$ cat src/rtl/binaryman_divseq_pkg.sv
// Shared widths, FSM encodings and uio pin indices for the sequential divider tile.
package binaryman_divseq_pkg;

    localparam int DW = 8;   // dividend / quotient width
    localparam int VW = 4;   // divisor / remainder width
    localparam int CW = 3;   // iteration counter width, clog2(DW)

    localparam int START_BIT = 4;
    localparam int RSEL_BIT  = 5;
    localparam int BUSY_BIT  = 6;
    localparam int DONE_BIT  = 7;

    typedef enum logic [1:0] {
        IDLE = 2'd0,
        RUN  = 2'd1,
        DONE = 2'd2
    } state_t;

endpackage

$ cat src/rtl/divseq_step.sv
// One restoring-division step: shift the next dividend bit into the partial
// remainder, subtract the divisor when it fits, and report the quotient bit.
module divseq_step
    import binaryman_divseq_pkg::*;
(
    input  logic [VW:0]   i_p,
    input  logic          i_bit,
    input  logic [VW-1:0] i_d,
    output logic [VW:0]   o_p_next,
    output logic          o_qbit
);

    logic [VW:0] w_shift;
    logic [VW:0] w_div;

    assign w_shift = {i_p[VW-1:0], i_bit};
    assign w_div   = {1'b0, i_d};

    // The extra partial-remainder bit keeps the compare and subtract free of overflow.
    always_comb begin
        o_qbit   = (w_shift >= w_div);
        o_p_next = o_qbit ? (w_shift - w_div) : w_shift;
    end

endmodule

$ cat src/rtl/tt_um_binaryman_divseq.sv
// TinyTapeout tile: 8-bit / 4-bit sequential restoring divider, one quotient bit per clock.
// Optional macro DIVSEQ_DZ_DETECT_EN: divisor 0 finishes after one step with Q=8'hFF, R=4'hF.
module tt_um_binaryman_divseq
    import binaryman_divseq_pkg::*;
(
    input  logic       clk,
    input  logic       rst_n,
    input  logic       ena,
    input  logic [7:0] ui_in,
    input  logic [7:0] uio_in,
    output logic [7:0] uio_out,
    output logic [7:0] uio_oe,
    output logic [7:0] uo_out
);

    state_t        r_state, w_state_next;
    logic [DW-1:0] r_n,     w_n_next;
    logic [VW-1:0] r_d,     w_d_next;
    logic [DW-1:0] r_qw,    w_qw_next;
    logic [VW:0]   r_p,     w_p_next;
    logic [CW-1:0] r_cnt,   w_cnt_next;
    logic [DW-1:0] r_q,     w_q_next;
    logic [VW-1:0] r_r,     w_r_next;

    logic          w_start;
    logic          w_rsel;
    logic          w_dz;
    logic [VW:0]   w_step_p;
    logic          w_qbit;
    logic [DW-1:0] w_qw_shift;
    logic          w_unused;

    assign w_start    = uio_in[START_BIT];
    assign w_rsel     = uio_in[RSEL_BIT];
    assign w_unused   = &{1'b0, uio_in[7:6]};
    assign w_qw_shift = {r_qw[DW-2:0], w_qbit};

`ifdef DIVSEQ_DZ_DETECT_EN
    assign w_dz = (r_d == '0);
`else
    assign w_dz = 1'b0;
`endif

    divseq_step u_step (
        .i_p      (r_p),
        .i_bit    (r_n[DW-1]),
        .i_d      (r_d),
        .o_p_next (w_step_p),
        .o_qbit   (w_qbit)
    );

    always_comb begin
        w_state_next = r_state;
        w_n_next     = r_n;
        w_d_next     = r_d;
        w_qw_next    = r_qw;
        w_p_next     = r_p;
        w_cnt_next   = r_cnt;
        w_q_next     = r_q;
        w_r_next     = r_r;

        case (r_state)
            IDLE, DONE: begin
                if (w_start) begin
                    w_n_next     = ui_in;
                    w_d_next     = uio_in[VW-1:0];
                    w_qw_next    = '0;
                    w_p_next     = '0;
                    w_cnt_next   = '0;
                    w_state_next = RUN;
                end
            end
            RUN: begin
                if (w_dz) begin
                    w_q_next     = '1;
                    w_r_next     = '1;
                    w_state_next = DONE;
                end else begin
                    w_p_next   = w_step_p;
                    w_n_next   = {r_n[DW-2:0], 1'b0};
                    w_qw_next  = w_qw_shift;
                    w_cnt_next = r_cnt + 1'b1;
                    // Visible result changes only here, so the previous answer holds through RUN.
                    if (r_cnt == CW'(DW - 1)) begin
                        w_q_next     = w_qw_shift;
                        w_r_next     = w_step_p[VW-1:0];
                        w_state_next = DONE;
                    end
                end
            end
            default: begin
                w_state_next = IDLE;
            end
        endcase
    end

    always_ff @(posedge clk or negedge rst_n) begin
        if (!rst_n) begin
            r_state <= IDLE;
            r_n     <= '0;
            r_d     <= '0;
            r_qw    <= '0;
            r_p     <= '0;
            r_cnt   <= '0;
            r_q     <= '0;
            r_r     <= '0;
        end else if (ena) begin
            r_state <= w_state_next;
            r_n     <= w_n_next;
            r_d     <= w_d_next;
            r_qw    <= w_qw_next;
            r_p     <= w_p_next;
            r_cnt   <= w_cnt_next;
            r_q     <= w_q_next;
            r_r     <= w_r_next;
        end
    end

    always_comb begin
        uio_out           = '0;
        uio_out[BUSY_BIT] = (r_state == RUN);
        uio_out[DONE_BIT] = (r_state == DONE);
    end

    assign uio_oe = 8'hC0;
    assign uo_out = w_rsel ? {{(DW-VW){1'b0}}, r_r} : r_q;

endmodule

$ cat config.mk
export PLATFORM = sky130hd
export DESIGN_NAME = tt_um_binaryman_divseq
export DESIGN_NICKNAME = d
export VERILOG_FILES = /design/src/rtl/binaryman_divseq_pkg.sv /design/src/rtl/divseq_step.sv /design/src/rtl/tt_um_binaryman_divseq.sv
export SDC_FILE = /design/constraint.sdc
export NUM_CORES = 1
export LEC_CHECK = 0
export CAP_MARGIN = 25
export CELL_PAD_IN_SITES_DETAIL_PLACEMENT = 0
export CELL_PAD_IN_SITES_GLOBAL_PLACEMENT = 1
export CORE_MARGIN = 10
export CORE_UTILIZATION = 30
export DETAILED_ROUTE_END_ITERATION = 12
export MAX_ROUTING_LAYER = met4
export PLACE_DENSITY = 0.65
export SKIP_LAST_GASP = 1
export SYNTH_ARGS = -nofsm -noshare
export SYNTH_HDL_FRONTEND = slang
export SYNTH_HIERARCHICAL = 1
export SYNTH_SLANG_ARGS = --single-unit
$ cat constraint.sdc
create_clock -name clk -period 5.9 [get_ports clk]
set_clock_uncertainty 0.1 [all_clocks]
set_input_delay 0.885 -clock clk [delete_from_list [all_inputs] [get_ports clk]]
set_output_delay 0.885 -clock clk [all_outputs]
set_load 0.005 [all_outputs]
==> results of run 1 <==
## power breakdown
part | leakage, nW | total, mW | internal [mW] | switching (mW)
clock | 0.0410 | 0.166 | 0.0803 | 0.0861
sequential | 0.518 | 0.465 | 0.390 | 0.0744
combinational | 0.612 | 0.530 | 0.292 | 0.239
## registers in the layout, summed over array words and instances (netlist names)
signal / count
r_n: 8
r_q: 8
r_qw: 7
r_d: 4
r_p: 4
r_r: 4
r_cnt: 3
r_state: 2
## worst min path at each step
stage               startpoint      to  slack, ns
global placement        r_n[0]  r_n[0]       0.38
CTS                     r_n[0]  r_n[0]       0.40
finish                  r_q[4]  r_q[4]       0.40
floorplan               r_n[0]  r_n[0]       0.36
global route            r_q[4]  r_q[4]       0.41
detailed placement      r_n[0]  r_n[0]       0.39
## layer usage
layer	wire length, um	up-vias
li1	-	606
met1	1820	599
met5	0	-
met2	1690	30
met4	63	0
met3	205	8
## per-stage QoR
step	power (mW)	setup slack [ns]	hold WS, ns
2_1_floorplan	0.880	3.42	0.356
3_3_place_gp	0.999	2.48	0.378
5_1_grt	1.26	2.45	0.413
6_report	1.16	2.50	0.399
3_5_place_dp	1.01	2.47	0.386
4_1_cts	1.18	2.47	0.403
## critical path, stage by stage
cell	delay, ns
clkdlybuf4s50_1	0.69
mux2_2	0.40
clkdlybuf4s50_1	0.45
## layout make-up
cell class / instances / area (um2) / share of cell area (%)
sequential: 40 / 1000 / 42.1
multi-input combinational: 112 / 910 / 38.3
clock buffer: 6 / 72.6 / 3.05
tap: 80 / 100 / 4.21
timing repair buffer: 27 / 263 / 11.1
inverter: 7 / 26.3 / 1.11
clock inverter: 1 / 5.00 / 0.211
==> flow_summary.json, run 1 <==
{
  "status": "completed",
  "grt_first_pass_wirelength_um": 6170,
  "diodes": 0,
  "core_area_um2": 6720,
  "hold_viol": 0,
  "drive_gt1_share_pct": 18.1,
  "period_minus_slack_ns": 3.40,
  "drv_cap": 0,
  "finalSetupTns_ns": 0,
  "setup.worst_path.start_class": "input pin",
  "post-route-drc-count": 0,
  "die-area_um2": 10600,
  "postCtsSetupBuffers": 0,
  "hold_buffers": 0,
  "endpoint": "uo_out[0]",
  "syn_to_final_growth_pct": 15.6,
  "gp_congestion": 0.784,
  "placed_cells": 266,
  "synth_area_um2": 2060,
  "hpwlAfterDp_um": 2740,
  "grt_remaining_overflow": 0,
  "crit_arrival_ns": 2.42,
  "layout_common_cells": "dfrtp_1 (40), clkdlybuf4s50_1 (25), conb_1 (14)",
  "cts_made_buffers": 5,
  "initial_core_util_pct": 30.6,
  "min_path_type": "flop to flop",
  "peakVddDrop_mv": 0.135,
  "rr_worst_depth": 3,
  "clock-sinks": 40,
  "fin_cells": 273,
  "syn_inst": 170,
  "avgSynthCellArea_um2": 12.1,
  "drt-wirelength-per-cell_um": 13.9,
  "fmax_mhz": 294,
  "grt_start_max_net_pins": 41,
  "use_met1_pct": 9.97,
  "cts_tree": "done",
  "critical_path.endpoint_type": "output port",
  "cts-resized-gates": 0,
  "antenna_found_initial": 0,
  "finish.utilization_pct": 35.4,
  "vias": 1243,
  "drtIter0Drc": 58,
  "layout_commonest_cell": "dfrtp_1",
  "cp-startpoint": "uio_in[5]",
  "required_ns": 4.91,
  "grt_busiest_layer": "met2",
  "period_share_pct": 57.7,
  "path_clk_slew_ns": 0.07,
  "rr_startpoint": "r_state[0]",
  "io_pins": 43,
  "io_buffers": 26,
  "htreeDepth": 2,
  "grt_pass1_vias": 1276,
  "first_pass_iters": 4,
  "insertion_delay_ns": 0.29,
  "dpl-instance-area_um2": 2300,
  "slew_headroom_pct": 42.8,
  "worst_pin_slew_ns": 0.858,
  "num_rows": 30,
  "holdPathStages": 1,
  "setup_violations": 0,
  "power.leakage_nw": 1.17,
  "cts-root-buf": "clkbuf_8",
  "vias_per_cell": 4.55,
  "fin_nets": 219,
  "fillers": 666,
  "r2r_setup_slack_ns": 3.74,
  "use_met3_pct": 2.48,
  "final_area_um2": 2380,
  "timing.rr.end": "r_p[0]",
  "grt_util_met2_pct": 10.7,
  "wl_um": 3790,
  "critical_path_class": "input pin to output port",
  "yosys_warnings": 6,
  "timing.final.max_slew_violations": 0,
  "die_x_um": 103,
  "power.density_nw_per_um2": 489,
  "cts_buffer_depth": 2,
  "rsz0062_at_grt": "false",
  "grt_usage_pct": 7.73,
  "die_h_um": 103,
  "ant_nets": 0,
  "crit_fanout": 8
}
(Power assumes the default switching activity.)
==> inputs of run 2 (changes only) <==
==> constraint.sdc (replaced) <==
create_clock -name clk -period 3.17 [get_ports clk]
set_clock_uncertainty 0.1 [all_clocks]
set_input_delay 0.4755 -clock clk [delete_from_list [all_inputs] [get_ports clk]]
set_output_delay 0.4755 -clock clk [all_outputs]
set_load 0.005 [all_outputs]
==> flow_summary.json, run 2 (synthesized netlist as in run 1, its figures left out) <==
{
  "final_area_um2": 2400,
  "hpwlAfterDp_um": 2810,
  "fin_cells": 276,
  "first_pass_iters": 3,
  "grt_pass1_vias": 1341,
  "p_clk_share_pct": 14.6,
  "power.leakage_nw": 1.18,
  "cts-resized-gates": 0,
  "die_h_um": 103,
  "p_switching_mw": 0.755,
  "power_mw": 2.18,
  "p_int_mw": 1.43,
  "r2r_setup_slack_ns": 1.21,
  "status": "completed",
  "vias": 1256,
  "drtIter0Drc": 68,
  "worst_pin_slew_ns": 0.864,
  "ant_nets": 0,
  "die-area_um2": 10600,
  "hold_buffers": 0,
  "layout_common_cells": "dfrtp_1 (40), clkdlybuf4s50_1 (25), conb_1 (14)",
  "finalSetupTns_ns": 0,
  "post-route-drc-count": 0,
  "initial_core_util_pct": 30.6,
  "min_path_type": "input pin to asynchronous set/reset pin",
  "diodes": 0,
  "gp_congestion": 0.781,
  "peakVddDrop_mv": 0.208,
  "crit_arrival_ns": 1.94,
  "placed_cells": 269,
  "core_area_um2": 6720,
  "cp_slowest_stage_delay_ns": 0.64,
  "cts_made_buffers": 5,
  "slew_headroom_pct": 42.4,
  "cts-root-buf": "clkbuf_8",
  "vias_per_cell": 4.55,
  "fin_nets": 222,
  "drv_cap": 0,
  "cts_buffer_depth": 2,
  "syn_to_final_growth_pct": 16.9,
  "num_rows": 30,
  "setup_slack_ns": 0.656,
  "grt_usage_pct": 7.90,
  "hold_viol": 0,
  "pwr-share-comb_pct": 45.8,
  "period_minus_slack_ns": 2.51,
  "critical_path_class": "input pin to output port",
  "power.share.sequential_pct": 39.6,
  "postCtsSetupBuffers": 0,
  "cp_num_buf_inv": 2,
  "path_cells": "clkdlybuf4s50_1 > mux2_2 > clkdlybuf4s50_1",
  "sw_frac_of_total_pct": 34.6,
  "top_regs": "r_n x8, r_q x8, r_qw x7",
  "insertion_delay_ns": 0.29,
  "layout_commonest_cell": "dfrtp_1",
  "dpl-instance-area_um2": 2320,
  "path_delay_family": "buffers and inverters",
  "crit_fanout": 8,
  "io_buffers": 26,
  "drt-wirelength-per-cell_um": 13.7,
  "dpl_worst_slack_ns": 0.625,
  "cpMaxStageDelayCell": "clkdlybuf4s50_1",
  "required_ns": 2.59,
  "path_clk_slew_ns": 0.08,
  "fmax_mhz": 398,
  "io_pins": 43,
  "die_x_um": 103,
  "setup.worst_path.start_class": "input pin",
  "cts_tree": "done",
  "rsz0062_at_grt": "false",
  "critical_path.endpoint_type": "output port",
  "grt_start_max_net_pins": 41,
  "antenna_found_initial": 0,
  "htreeDepth": 2,
  "power.density_nw_per_um2": 909,
  "grt_first_pass_wirelength_um": 6420,
  "setup_violations": 0,
  "drive_gt1_share_pct": 19.9,
  "timing.final.max_slew_violations": 0,
  "period_share_pct": 79.3,
  "grt_remaining_overflow": 0,
  "wl_um": 3770,
  "cpMostUsedCell": "clkdlybuf4s50_1",
  "clock-sinks": 40
}
==> run 2: layer usage <==
metal | part of all wire, % | global-route usage (%)
met1 | 50 | 9.75
met2 | 43 | 11.5
met3 | 5.9 | 3.08
met4 | 1.1 | 2.89
met5 | 0 | -
==> run 2: metrics by stage <==
| stage | util [%] | hold slack, ns |
|---|---|---|
| floorplan | - | 0.0799 |
| global placement | 34.6 | 0.378 |
| detailed placement | 34.6 | 0.381 |
| CTS | 35.8 | 0.229 |
| global route | 35.8 | 0.263 |
| finish | 35.8 | 0.192 |
==> run 2: final cells by class <==
| type | count | area (um2) |
|---|---|---|
| clock inverter | 2 | 12.5 |
| multi-input combinational | 112 | 910 |
| tap | 80 | 100 |
| fill | 657 | 4320 |
| clock buffer | 5 | 68.8 |
| inverter | 7 | 26.3 |
| sequential | 40 | 1000 |
| timing repair buffer | 30 | 285 |
==> run 2: power groups by stage <==
stage | logic, mW | clock network (mW) | registers (mW)
after floorplan | 0.808 | 0 | 0.830
after global placement | 1.00 | 0 | 0.874
after detailed placement | 1.02 | 0 | 0.876
after CTS | 1.02 | 0.332 | 0.869
after global routing | 1.14 | 0.350 | 0.901
final | 1.00 | 0.318 | 0.865
==> run 2: path summary, 6_finish.rpt <==
kind,cells after the start,end,from
worst max-delay path,3,uo_out[1],uio_in[5]
min in group clk,1,r_n[0],r_n[0]
max in group asynchronous,1,r_d[3],rst_n
worst min-delay path,1,r_r[3],rst_n
worst max register to register,6,r_r[2],r_p[1]
worst min register to register,1,r_n[0],r_n[0]
==> run 2: worst register-to-register path: stages (launching register included) <==
cell and delay, ns:
dfrtp_1 0.41, ha_1 0.37, nand4_1 0.13, nand2_2 0.08, nor2_4 0.18, mux2_4 0.32
mux2_4 0.26
==> inputs of run 3 (changes only) <==
==> constraint.sdc (replaced) <==
create_clock -name clk -period 2.6 [get_ports clk]
set_clock_uncertainty 0.1 [all_clocks]
set_input_delay 0.39 -clock clk [delete_from_list [all_inputs] [get_ports clk]]
set_output_delay 0.39 -clock clk [all_outputs]
set_load 0.005 [all_outputs]
==> flow_summary.json, run 3 (synthesized netlist as in run 1, its figures left out) <==
{
  "hpwlAfterDp_um": 2890,
  "slew_headroom_pct": 40.5,
  "ant_nets": 0,
  "fmax_mhz": 421,
  "layout_commonest_cell": "dfrtp_1",
  "min_path_type": "input pin to asynchronous set/reset pin",
  "grt_first_pass_wirelength_um": 6610,
  "path_cells": "clkdlybuf4s50_1 > mux2_2 > clkdlybuf4s50_1",
  "final_area_um2": 2420,
  "cp_slowest_stage_delay_ns": 0.66,
  "drt-wirelength-per-cell_um": 14.6,
  "grt_start_max_net_pins": 41,
  "first_pass_iters": 4,
  "r2r_setup_slack_ns": 0.62,
  "path_delay_family": "buffers and inverters",
  "clock-sinks": 40,
  "insertion_delay_ns": 0.29,
  "num_rows": 30,
  "cp.depth": 3,
  "path_clk_slew_ns": 0.07,
  "timing.rr.end": "r_r[2]",
  "drtIter0Drc": 66,
  "die_x_um": 103,
  "setup.worst_path.start_class": "input pin",
  "antenna_found_initial": 0,
  "drive_gt1_share_pct": 19.5,
  "vias": 1239,
  "postCtsSetupBuffers": 0,
  "layout_common_cells": "dfrtp_1 (40), clkdlybuf4s50_1 (25), conb_1 (14)",
  "critical_path.endpoint_type": "output port",
  "rr_worst_depth": 6,
  "holdWs_ns": 0.127,
  "core_area_um2": 6720,
  "peakVddDrop_mv": 0.252,
  "gp_congestion": 0.736,
  "crit_fanout": 8,
  "grt_pass1_vias": 1316,
  "power.density_nw_per_um2": 1140,
  "hold_viol": 0,
  "cts-root-buf": "clkbuf_8",
  "period_minus_slack_ns": 2.37,
  "finalSetupTns_ns": 0,
  "cts_tree": "done",
  "period_share_pct": 91.3,
  "cts_buffer_depth": 2,
  "initial_core_util_pct": 30.6,
  "fin_nets": 221,
  "io_buffers": 26,
  "vias_per_cell": 4.51,
  "rr_startpoint": "r_p[1]",
  "die-area_um2": 10600,
  "htreeDepth": 2,
  "grt_usage_pct": 8.16,
  "cpMostUsedCell": "clkdlybuf4s50_1",
  "grt_remaining_overflow": 0,
  "setup_violations": 0,
  "critical_path_class": "input pin to output port",
  "io_pins": 43,
  "rsz0062_at_grt": "false",
  "cp-startpoint": "uio_in[5]",
  "fillers": 667,
  "diodes": 0,
  "endpoint": "uo_out[0]",
  "timing.final.max_slew_violations": 0,
  "crit_arrival_ns": 1.88,
  "dpl-instance-area_um2": 2330,
  "worst_pin_slew_ns": 0.892,
  "required_ns": 2.11,
  "cts-resized-gates": 0,
  "power.leakage_nw": 1.19,
  "wl_um": 4000,
  "post-route-drc-count": 0,
  "hold_buffers": 0,
  "drv_cap": 0,
  "die_h_um": 103,
  "syn_to_final_growth_pct": 17.9,
  "cpMaxStageDelayCell": "clkdlybuf4s50_1",
  "status": "completed",
  "cp_num_buf_inv": 2,
  "top_regs": "r_n x8, r_q x8, r_qw x7",
  "cts_made_buffers": 5
}
-- run 3: cell count changes in the layout (fill, tap and decap cells not counted) --
cell	before	now
clkbuf_8	5	7
buf_12	0	1
clkinvlp_4	1	0
clkinv_2	1	0
buf_4	4	2
-- run 3: area by class of cell --
| cell class | instances | area (um2) | share of cell area (%) |
|---|---|---|---|
| multi-input combinational | 112 | 910 | 37.5 |
| tap | 80 | 100 | 4.13 |
| sequential | 40 | 1000 | 41.3 |
| timing repair buffer | 29 | 290 | 12.0 |
| clock buffer | 7 | 96.3 | 3.98 |
| inverter | 7 | 26.3 | 1.08 |
-- run 3: worst min-delay path by stage --
stage,start,endpoint,slack (ns)
after floorplan,rst_n,r_cnt[0],-0.006
after global placement,r_n[0],r_n[0],0.38
after detailed placement,r_q[5],r_q[5],0.39
after CTS,rst_n,r_qw[6],0.15
after global routing,rst_n,r_r[3],0.20
final,rst_n,r_r[3],0.13
-- run 3: where the power goes --
| group | internal (mW) | switching (mW) |
|---|---|---|
| logic | 0.689 | 0.567 |
| registers | 0.885 | 0.171 |
| clock network | 0.236 | 0.206 |
| total | 1.81 | 0.944 |
-- run 3: through the flow --
stage	total power, mW	setup slack, ns	cells	utilization [%]
after floorplan	2.00	0.739	182	-
after global placement	2.30	0.188	268	34.6
after detailed placement	2.33	0.194	268	34.6
after CTS	2.78	0.192	275	36.1
after global routing	2.98	0.145	275	36.1
final	2.75	0.227	275	36.1
-- run 3: metal layers --
metal	vias to the layer above	part of all wire (%)	global-route usage [%]
met5	-	0	-
met4	0	1.0	2.89
met3	5	5.0	2.41
met2	28	43	11.3
met1	592	51	11.0
li1	614	-	-
